**src/rtl/video_fifo_wr_burst_ctrl.sv**
```systemverilog
// video_fifo_wr_burst_ctrl: drains the video FIFO into DDR as AXI4 write bursts (FIFO pop side in, AXI AW/W/B out, rotating frame buffers, frame_done/overrun/busy status)
module video_fifo_wr_burst_ctrl #(
  parameter int unsigned ADDR_WIDTH   = 28,
  parameter int unsigned DATA_WIDTH   = 256,
  parameter int unsigned WL_WIDTH     = 9,
  parameter int unsigned BURST_LEN    = 16,
  parameter int unsigned FRAME_BEATS  = 259200,
  parameter int unsigned FRAME_BASE   = 0,
  parameter int unsigned FRAME_STRIDE = 32'h0080_0000,
  parameter int unsigned NUM_BUF      = 3
) (
  input  logic                  rd_clk,
  input  logic                  rd_rst,
  input  logic                  frame_start,
  output logic                  fifo_rd_en,
  input  logic [DATA_WIDTH-1:0] fifo_rd_data,
  input  logic                  fifo_rd_empty,
  input  logic [WL_WIDTH-1:0]   fifo_rd_water_level,
  output logic [ADDR_WIDTH-1:0] axi_awaddr,
  output logic [7:0]            axi_awlen,
  output logic                  axi_awvalid,
  input  logic                  axi_awready,
  output logic [DATA_WIDTH-1:0] axi_wdata,
  output logic                  axi_wlast,
  output logic                  axi_wvalid,
  input  logic                  axi_wready,
  input  logic                  axi_bvalid,
  output logic                  axi_bready,
  output logic [1:0]            buf_idx,
  output logic                  frame_done,
  output logic                  frame_overrun,
  output logic                  busy
);
  localparam int unsigned CW  = $clog2(FRAME_BEATS + 1);
  localparam int unsigned BPB = DATA_WIDTH / 8;
  typedef enum logic [2:0] {IDLE, ARMED, AW, WDATA, WRESP} state_e;
  state_e state_q, state_d;
  logic [CW-1:0] remaining_q, fetched_q, sent_q, len;
  logic [ADDR_WIDTH-1:0] addr_q, awaddr_q;
  logic [7:0] awlen_q;
  logic [1:0] buf_idx_q, cnt_q;
  logic busy_q, overrun_q, pend_q, head_q;
  logic [DATA_WIDTH-1:0] sk_q [2];
  logic w_hs, last_beat, last_burst;
  logic [2:0] inflight;
  always_ff @(posedge rd_clk) begin
    if (rd_rst) state_q <= IDLE;
    else state_q <= state_d;
  end
  always_comb begin
    state_d = state_q;
    case (state_q)
      IDLE:    state_d = frame_start ? ARMED : IDLE;
      ARMED:   state_d = (32'(fifo_rd_water_level) >= 32'(len)) ? AW : ARMED;
      AW:      state_d = axi_awready ? WDATA : AW;
      WDATA:   state_d = (w_hs && last_beat) ? WRESP : WDATA;
      WRESP:   state_d = axi_bvalid ? (last_burst ? IDLE : ARMED) : WRESP;
      default: state_d = IDLE;
    endcase
  end
  always_comb begin
    len = (32'(remaining_q) > BURST_LEN) ? CW'(BURST_LEN) : remaining_q;
    last_beat = sent_q == len - CW'(1);
    last_burst = remaining_q == len;
    axi_awvalid = state_q == AW;
    axi_awaddr = awaddr_q;
    axi_awlen = awlen_q;
    axi_wvalid = state_q == WDATA && cnt_q != 2'd0;
    axi_wdata = sk_q[head_q];
    axi_wlast = axi_wvalid && last_beat;
    w_hs = axi_wvalid && axi_wready;
    // count the beat leaving this cycle as already gone so a steady 1 beat/cycle stream keeps fetching
    inflight = {1'b0, cnt_q} + {2'b0, pend_q} - {2'b0, w_hs};
    fifo_rd_en = state_q == WDATA && fetched_q < len && inflight < 3'd2 && !fifo_rd_empty;
    axi_bready = state_q == WRESP;
    frame_done = state_q == WRESP && axi_bvalid && last_burst;
    buf_idx = buf_idx_q;
    frame_overrun = overrun_q;
    busy = busy_q;
  end
  always_ff @(posedge rd_clk) begin
    if (rd_rst) begin
      remaining_q <= '0;
      fetched_q <= '0;
      sent_q <= '0;
      addr_q <= '0;
      awaddr_q <= '0;
      awlen_q <= '0;
      buf_idx_q <= '0;
      cnt_q <= '0;
      busy_q <= 1'b0;
      overrun_q <= 1'b0;
      pend_q <= 1'b0;
      head_q <= 1'b0;
      sk_q[0] <= '0;
      sk_q[1] <= '0;
    end else begin
      if (state_q == IDLE && frame_start) begin
        remaining_q <= CW'(FRAME_BEATS);
        addr_q <= ADDR_WIDTH'(FRAME_BASE + 32'(buf_idx_q) * FRAME_STRIDE);
        busy_q <= 1'b1;
      end
      if (state_q != IDLE && frame_start) overrun_q <= 1'b1;
      if (state_q == ARMED && state_d == AW) begin
        awaddr_q <= addr_q;
        awlen_q <= 8'(len - CW'(1));
        fetched_q <= '0;
        sent_q <= '0;
      end
      if (fifo_rd_en) fetched_q <= fetched_q + CW'(1);
      if (w_hs) begin
        sent_q <= sent_q + CW'(1);
        head_q <= ~head_q;
      end
      pend_q <= fifo_rd_en;
      // FIFO data lands one cycle after the pop, in the slot just past the current occupants
      if (pend_q) sk_q[head_q ^ cnt_q[0]] <= fifo_rd_data;
      cnt_q <= cnt_q + {1'b0, pend_q} - {1'b0, w_hs};
      if (state_q == WRESP && axi_bvalid) begin
        addr_q <= addr_q + ADDR_WIDTH'(32'(len) * BPB);
        remaining_q <= remaining_q - len;
        if (last_burst) begin
          buf_idx_q <= (32'(buf_idx_q) == NUM_BUF - 1) ? 2'd0 : buf_idx_q + 2'd1;
          busy_q <= 1'b0;
        end
      end
    end
  end
endmodule

```
**config.mk**
```make
export PLATFORM = sky130hd
export DESIGN_NAME = video_fifo_wr_burst_ctrl
export DESIGN_NICKNAME = d
export VERILOG_FILES = /design/src/rtl/video_fifo_wr_burst_ctrl.sv
export SDC_FILE = /design/constraint.sdc
export NUM_CORES = 1
export LEC_CHECK = 0
export CAP_MARGIN = 5
export CORE_MARGIN = 5
export CORE_UTILIZATION = 32
export CTS_CLUSTER_DIAMETER = 60
export DETAILED_ROUTE_END_ITERATION = 7
export PLACE_DENSITY_LB_ADDON = 0.1
export SYNTH_ARGS = -nofsm -noshare
export SYNTH_HDL_FRONTEND = slang
export SYNTH_SLANG_ARGS = --single-unit
```
**constraint.sdc**
```tcl
create_clock -name rd_clk -period 4.87 [get_ports rd_clk]
set_input_delay 0.7305 -clock rd_clk [delete_from_list [all_inputs] [get_ports rd_clk]]
set_output_delay 0.7305 -clock rd_clk [all_outputs]
set_load 0.02 [all_outputs]
```
Word-level counts from Yosys, hierarchy flattened
Memory sizes are Yosys's and may differ from the RTL's. A register that Yosys moved wholly into a read port is not among the register bits.
Index checks and enable logic that the tools add are counted.
Operators by class
  mux-type cells: 29
  magnitude comparators: 4
  add/sub/neg operators: 10
  reduce and logical (&&, ||, !) cells: 21
  eq/ne operators: 8
  bitwise operators: 2
Operators by type and width (count)
  $mux 256: 1
  $reduce_or 256->1: 1
  $mux 18: 6
  $mux 28: 2
  $add 18x1->18 const B: 2
  $eq 18x18->1: 2
  $add 28x23->28: 1
  $ge 9x18->1: 1
  $gt 18x5->1 const B: 1
  $lt 18x18->1: 1
  $sub 18x1->18 const B: 1
  $sub 18x18->18: 1
  $mux 1: 15
  $pmux 3 s5: 1
  $logic_and 1x1->1: 12
  $eq 3x2->1 const B: 3
  $reduce_bool 2->1: 4
  $mux 3: 2
  $mux 2: 2
  $add 2x1->3: 1
  $eq 3x1->1 const B: 1
  $eq 3x3->1 const B: 1
  $logic_not 3->1: 1
  $lt 3x2->1 const B: 1
  other kinds (10): 10
Word-level totals
  register bits: 129
  word-level logic and storage cells: 88
  RAM bits: 512
  memories: 1
Memories
  sk_q: words 2, bits a word 256, read ports 1, clocked after memory_dff 1, wr ports 2, RTL line 43  | logic [DATA_WIDTH-1:0] sk_q [2];

Longest topological paths before layout
Gate-level depths: netlist of the first run.
  depth after elaboration: 11
  mapped depth: 20
  depth with buffers taken out: 18

Least setup slack after synthesis of the first run
OpenSTA, ideal clock, no wires.
  path kind: input -> register
  start: input rd_rst
  end: memory sk_q[1][0], enable pin
  library setup time: 0.511 ns
  data required time: 4.359 ns
  path slack: -0.268 ns
  buffers on the path: 2
  stages on the path: 4
  arrival: 4.627 ns
  path through: clkbuf_1 > nor3_1 > clkbuf_1 > or2_2
RTL lines
  start: declaration: RTL line 13  | input logic rd_rst,
  end: declaration: RTL line 43

Worst setup path in the final report of the first run
  start: register remaining_q[7]
  end: output axi_wlast
Between the ends
  longest elaborated chain between the ends: 5
Ends and longest elaborated chain
  start: declaration: RTL line 38  | logic [CW-1:0] remaining_q, fetched_q, sent_q, len;
  start signal: assignment: RTL line 99  | remaining_q <= CW'(FRAME_BEATS);
  start signal: assignment: RTL line 121  | remaining_q <= remaining_q - len;
  $gt 18x5->1: RTL line 62  | len = (32'(remaining_q) > BURST_LEN) ? CW'(BURST_LEN) : remaining_q;
  $mux 18 (*): RTL line 62
  $sub 18x1->18 (*)
  $eq 18x18->1 (*): RTL line 63  | last_beat = sent_q == len - CW'(1);
  $logic_and 1x1->1 (*): RTL line 70  | axi_wlast = axi_wvalid && last_beat;
  end: declaration: RTL line 24  | output logic axi_wlast,
Mark *: on every way between the ends. The rest lies on a longest branch, timed or not.

==> results of run 1 <==
[what timing repair did]
item,in CTS,in global routing
endpoints found under the setup margin,2,1
setup buffers,1,0
pin swaps,1,0
hold buffers,0,0
resized for setup,4,3
hold endpoints to repair,0,0
[area by class of cell]
cell class                      count  area (µm²)  area share, %
Multi-Input combinational cell   1450       10500           27.2
Clock buffer                      110        2190           5.68
Sequential cell                   632       17800           46.2
Clock inverter                     34         313          0.813
Inverter                           21        78.8          0.205
Tap cell                         1165        1460           3.79
Antenna cell                       19        47.5          0.124
Timing Repair Buffer              611        6140           15.9
[per-stage QoR]
step / power (mW) / hold WS [ps] / worst slack (ps) / util [%] / instances
after floorplan: 6.58 / 440 / 763 / - / 2238
after global placement: 7.15 / 455 / 192 / 40.5 / 3878
after detailed placement: 7.17 / 456 / 178 / 40.5 / 3878
after CTS: 12.9 / 464 / 111 / 43.3 / 4023
after global routing: 13.2 / 483 / 59.4 / 43.3 / 4039
final: 12.7 / 457 / 332 / 43.3 / 4042
[power by group through the flow]
stage | clock network, mW | logic [mW] | registers (mW)
3_3_place_gp | 0 | 1.01 | 6.14
2_1_floorplan | 0 | 0.430 | 6.15
3_5_place_dp | 0 | 1.02 | 6.15
4_1_cts | 5.81 | 1.03 | 6.04
5_1_grt | 6.03 | 1.08 | 6.05
6_report | 5.64 | 1.00 | 6.04
[cell families (layout without fill, tap and decap cells)]
logic type / Yosys count / count (layout)
xor gates and xnor gates: 26 / 26
and+or+nand+nor: 821 / 821
buffers and inverters: 156 / 776
DFF: 632 / 632
adders and majority gates: 52 / 52
AOI/OAI and AO/OA: 229 / 229
other: 2 / 55
muxes: 286 / 286
[routing by layer]
metal | GRT usage [%] | wire length [µm] | up-vias | part of all wire, %
li1 | - | - | 9130 | -
met1 | 19.8 | 33100 | 9394 | 38
met2 | 30.5 | 43700 | 479 | 51
met3 | 5.12 | 6280 | 151 | 7.3
met4 | 6.87 | 3130 | 18 | 3.6
met5 | 0 | 111 | - | 0.13
[state kept, by name (all words and copies together), names as in the netlist, named ones only]
| signal | cells |
|---|---|
| head_q | 1 |
| busy | 1 |
| sk_q | 512 |
| axi_awlen | 8 |
| buf_idx | 2 |
| sent_q | 18 |
| cnt_q | 2 |
| axi_awaddr | 23 |
| addr_q | 23 |
| pend_q | 1 |
| frame_overrun | 1 |
| remaining_q | 18 |
| fetched_q | 18 |
| state_q | 3 |
[critical path, delay by kind of cell (launching register included)]
kind                     cells  cell delay [ps]
AO/OA/AOI/OAI                3              690
flip-flops                   1              390
AND/OR/NAND/NOR              6             1400
adder cells (fa/ha/maj)      1              340
buffers and inverters        1              380
[cell usage after synthesis, types with 4 or more instances]
cell        n
o21ai_0    57
nor2_1    105
a21oi_1    56
o21a_1      7
a21o_1     10
o211ai_1    5
nor2b_1     7
a31oi_1     6
and2_1    515
nand4_1     6
clkbuf_1  121
mux2_2    257
o21bai_1    4
a211o_1     5
xor2_1     13
mux2i_1    29
a22o_1      6
a22oi_1    16
or2_2       4
a311oi_1   19
nor3_1     27
a211oi_1   10
dfxtp_1   120
and3_1     17
buf_2       4
nand2b_1    8
buf_4       7
nor4_1      5
nor3b_1     4
ha_1       50
edfxtp_1  512
nand2_1    65
o31ai_1     5
inv_1      20
or4_1       5
nand3_1    34
xnor2_1    13
[how the worst max path moves through the flow]
stage	from	slack, ps	to
4_1_cts	remaining_q[7]	110	fifo_rd_en
6_report	remaining_q[7]	330	axi_wlast
2_1_floorplan	state_q[2]	760	fifo_rd_en
3_5_place_dp	axi_wready	180	fifo_rd_en
5_1_grt	remaining_q[7]	60	fifo_rd_en
3_3_place_gp	axi_wready	190	fifo_rd_en
==> summary.txt, run 1 <==
Hold WC Path Type -> register to register
worst hold endpoint -> axi_awlen[7]
Synth area leaders -> edfxtp_1 (54%), and2_1 (11%), mux2_2 (10%)
net switching power figure -> 2.89 mW
clk slew on worst S/H paths -> 50 ps
chip width -> 310 µm
status -> finished clean
Filler cells -> 8295
worst vdd ir -> 0.000269 V
largest net degree at the start of global routing -> 138
Clock Sinks -> 632
Async SR Flop Fraction -> 0%
Setup TNS Final -> 0 ps
Clock Power Share -> 44.4%
fmax -> 0.220 GHz
Worst path max stage delay -> 400 ps
count of pins over their slew limit -> 0
Routability Congestion -> 0.803
Syn Area/Cell -> 13.0 µm²
clock buffer depth -> 3
Cell variety after synth -> 70
crit end category -> output pin
Min Clock Period, post-route -> 4540 ps
Routed Antenna Nets -> 0
Core Box Area -> 88800 µm²
most frequent cells in the layout -> clkdlybuf4s50_1 (565), and2_1 (515), edfxtp_1 (512), mux2_2 (257), dfxtp_1 (119)
commonest non-fill, non-tap cell in the layout -> clkdlybuf4s50_1
maxcap violations -> 0
H-tree levels -> 3
reg-to-reg critical path endpoint -> addr_q[24]
CP max stage cell -> nor4_4
initial antenna violation count -> 28
#FFs+latches synth -> 632
gr usage total -> 17.3%
power per cell area -> 330 nW/µm²
worst reg2reg path startpoint -> remaining_q[7]
CP cell instances -> nor4_4 > nand4_4 > a21oi_1 > nand2_1 > ha_1 > nand2_1 > nor3_1 > or3_1 > a22oi_1 > o2111a_2 > dlygate4sd2_1
share of cells above drive strength 1 -> 15.2%
Mapped Cells -> 2204
TritonCTS Buffers -> 80
Worst Tran Pin Value -> 943 ps
CP max FO -> 8
final hold violations -> 0
crit share post-route -> 93.2%
Vias/cell -> 4.74
global-route wire length before repair -> 126 mm
Detailed Route WL -> 86.4 mm
reg2reg path depth -> 14
internal power -> 9.79 mW
post-synthesis adder-cell area fraction -> 2.32%
Sw Ratio -> 22.8%
Rows -> 109
die outline height -> 310 µm
Gate power share -> 7.9%
final HPWL from detailed placement -> 58.7 mm
RSZ-0062 raised after global routing -> no
wire per inst -> 21.4 µm
Flop pwr share -> 47.6%
# port buffers -> 568
Residual DRC -> 0
worst hold path depth -> 2
Critical Path AT -> 3810 ps
most common cell type on the critical path -> nand2_1
design area -> 38500 µm²
worst hold start -> axi_awlen[7]
vias in the first global route -> 20000
post-synth top area cell -> edfxtp_1
Post-Synth XOR/XNOR Area -> 0.793%
Die ar. -> 95800 µm²
Layout area overhead -> 34.0%
Starting Density -> 32.3%
Clk Latency, worst-skew pair -> 620 ps
Register-to-Register Setup Slack -> 540 ps
Crit Path Category -> register to output pin
Synth Area in Compound Gates -> 5.26%
Synth Warn # -> 0
Seq/Total Area, Yosys -> 61.9%
CTS tree -> done
Rel. slew slack -> 36.9%
Final Skew -> 19.2 ps
via count -> 19200
Post-synth EDFFs -> 512
Initial DRT Pass Iterations -> 5
critical path launch point type -> register
leakage -> 14.5 nW
Root Buffer -> clkbuf_16
Total Nets Final -> 3120
placed cell area -> 35900 µm²
num ports -> 574
largest family of logic cells by synthesized area -> simple AND/OR/NAND/NOR gates
CP required -> 4140 ps
top_reg_cell synth -> edfxtp_1
share of Yosys cell area claimed by the top area cell type -> 53.5%
simple-gate share of the synthesized area -> 16.4%
Post-Syn Area -> 28700 µm²
mux cell area share after synthesis -> 11.1%
drt initial violations -> 849
grt total ovfl -> 0
# setup viols final -> 0
No activity file was read; power rests on OpenSTA's default activity.
==> run 2, diff against run 1 <==
PLACE_DENSITY_LB_ADDON = default   (was 0.1)
clock period = 4.25 ns   (was 4.87 ns; I/O delays follow)
==> summary.txt, run 2 (synthesis gave the netlist of run 1 again) <==
clock buffer depth -> 3 (unchanged)
Total Nets Final -> 3128 (was 3120)
Setup TNS Final -> 0 ps (unchanged)
count of pins over their slew limit -> 0 (unchanged)
met3 routed WL -> 7.37 mm (was 6.28 mm)
status -> finished clean (unchanged)
H-tree levels -> 3 (unchanged)
gr usage total -> 16.4% (was 17.3%)
drt initial violations -> 1314 (was 849)
Worst Tran Pin Value -> 1080 ps (was 943 ps)
global-route wire length before repair -> 121 mm (was 126 mm)
critical path launch point type -> register (unchanged)
top routing layer in use -> met5 (unchanged)
maxcap violations -> 0 (unchanged)
net switching power figure -> 3.40 mW (was 2.89 mW)
final hold violations -> 0 (unchanged)
TritonCTS Buffers -> 79 (was 80)
worst vdd ir -> 0.000240 V (was 0.000269 V)
Starting Density -> 32.3% (unchanged)
share of cells above drive strength 1 -> 16.2% (was 15.2%)
placed cell count -> 3877 (was 3878)
chip width -> 310 µm (unchanged)
largest net degree at the start of global routing -> 211 (was 138)
Final Util -> 43.5% (was 43.3%)
Clock Power Share -> 44.7% (was 44.4%)
Min Clock Period, post-route -> 4040 ps
Core Box Area -> 88800 µm² (unchanged)
Root Buffer -> clkbuf_16 (unchanged)
design area -> 38700 µm² (was 38500 µm²)
Critical Path AT -> 3400 ps (was 3810 ps)
Clk Latency, worst-skew pair -> 640 ps (was 620 ps)
Die ar. -> 95800 µm² (unchanged)
largest register by flop count -> sk_q (unchanged)
vias in the first global route -> 19900 (was 20000)
Residual DRC -> 0 (unchanged)
Gate power share -> 7.9% (about the same)
Crit Path Category -> register to output pin (unchanged)
power per cell area -> 378 nW/µm² (was 330 nW/µm²)
initial antenna violation count -> 17 (was 28)
max FFs per register -> 512 (unchanged)
final HPWL from detailed placement -> 55.0 mm (was 58.7 mm)
Routability Congestion -> 0.826 (was 0.803)
Rel. slew slack -> 27.7% (was 36.9%)
CTS tree -> done (unchanged)
Routed Antenna Nets -> 0 (unchanged)
crit share post-route -> 95.1%
Initial DRT Pass Iterations -> 5 (unchanged)
via count -> 19300 (was 19200)
CP required -> 3610 ps (was 4140 ps)
die outline height -> 310 µm (unchanged)
Final Skew -> 40.8 ps (was 19.2 ps)
Flop pwr share -> 47.4% (was 47.6%)
Layout area overhead -> 34.6% (was 34.0%)
Vias/cell -> 4.78 (was 4.74)
Detailed Route WL -> 82.4 mm (was 86.4 mm)
num ports -> 574 (unchanged)
Hold WC Path Type -> input port to register (was register to register)
Met1 Wirelength -> 32.1 mm (was 33.1 mm)
cts hold-fix bufs -> 0 (unchanged)
most frequent cells in the layout -> clkdlybuf4s50_1 (565), and2_1 (515), edfxtp_1 (512), mux2_2 (257), dfxtp_1 (117) (was clkdlybuf4s50_1 (565), and2_1 (515), edfxtp_1 (512), mux2_2 (257), dfxtp_1 (119))
wire per inst -> 20.4 µm (was 21.4 µm)
CP max FO -> 6 (was 8)
DR WL met2 -> 40.7 mm (was 43.7 mm)
placed cell area -> 35900 µm² (about the same)
Non-Filler Instances -> 4047 (was 4042)
internal power -> 11.2 mW (was 9.79 mW)
# port buffers -> 568 (unchanged)
grt total ovfl -> 0 (unchanged)
RSZ-0062 raised after global routing -> no (unchanged)
clk slew on worst S/H paths -> 60 ps (was 50 ps)
fmax -> 0.247 GHz
commonest non-fill, non-tap cell in the layout -> clkdlybuf4s50_1 (unchanged)
Clock Sinks -> 632 (unchanged)
Rows -> 109 (unchanged)
crit end category -> output pin (unchanged)
Sw Ratio -> 23.3% (was 22.8%)
# setup viols final -> 0 (unchanged)
Filler cells -> 8113 (was 8295)
leakage -> 14.5 nW (about the same)
-- run 2: changes by cell type in the layout (fill, tap and decap cells not counted), sizes merged --
| cell | before | now |
|---|---|---|
| dlygate4sd2 | 1 | 0 |
| bufinv | 3 | 4 |
| inv | 24 | 33 |
| clkinvlp | 1 | 3 |
| clkinv | 27 | 31 |
| clkbuf | 111 | 96 |
| buf | 44 | 55 |
| diode | 19 | 13 |
-- run 2: per-stage QoR --
stage	power (mW)	worst slack, ps	hold WS (ps)
4_1_cts	14.8	12.5	258
2_1_floorplan	7.54	182	440
3_3_place_gp	8.17	-96.6	448
6_report	14.6	208	308
3_5_place_dp	8.20	-299	454
5_1_grt	15.2	13.9	282
-- run 2: power by group through the flow --
stage          Clock, mW  Sequential [mW]  Combinational (mW)
2_1_floorplan          0             7.05               0.492
3_3_place_gp           0             7.04                1.14
3_5_place_dp           0             7.05                1.15
4_1_cts             6.71             6.92                1.17
5_1_grt             6.98             6.94                1.24
6_report            6.53             6.92                1.16
-- run 2: worst max-delay path: stages (launching register included) --
cell	delay, ps
dfxtp_2	360
nor4_4	380
nand4_4	200
a21oi_2	180
nand2_1	90
buf_4	150
ha_2	210
nand2_1	70
nor3_1	50
or3_1	380
a22oi_1	230
o2111a_2	290
buf_2	190
-- run 2: area by class of cell --
| type | count | area [µm²] | share of cell area (%) |
|---|---|---|---|
| Sequential cell | 632 | 17800 | 46.0 |
| Multi-Input combinational cell | 1450 | 10600 | 27.3 |
| Timing Repair Buffer | 620 | 6210 | 16.1 |
| Clock buffer | 96 | 2060 | 5.33 |
| Tap cell | 1165 | 1460 | 3.77 |
| Clock inverter | 50 | 477 | 1.23 |
| Inverter | 21 | 78.8 | 0.204 |
| Antenna cell | 13 | 32.5 | 0.0841 |
-- run 2: final timing paths --
path / from / endpoint / slack [ps] / cells after the start
setup / recovery: remaining_q[12] / axi_wlast / 210 / 12
hold / removal: rd_rst / head_q / 310 / 2
setup reg to reg: remaining_q[12] / addr_q[24] / 330 / 14
hold reg to reg: axi_awlen[5] / axi_awlen[5] / 460 / 2
-- run 2: timing repair --
item	4_1_cts	5_1_grt
endpoints found under the setup margin	11	25
pin swaps	6	13
setup buffers	6	5
gates resized for setup	15	12
hold endpoints to repair	0	0
-- run 2: per-layer routing --
| metal | track usage (%) | vias up |
|---|---|---|
| met5 | 0 | - |
| met4 | 4.96 | 14 |
| met3 | 5.44 | 141 |
| met2 | 28.3 | 589 |
| met1 | 19.4 | 9456 |
| li1 | - | 9143 |
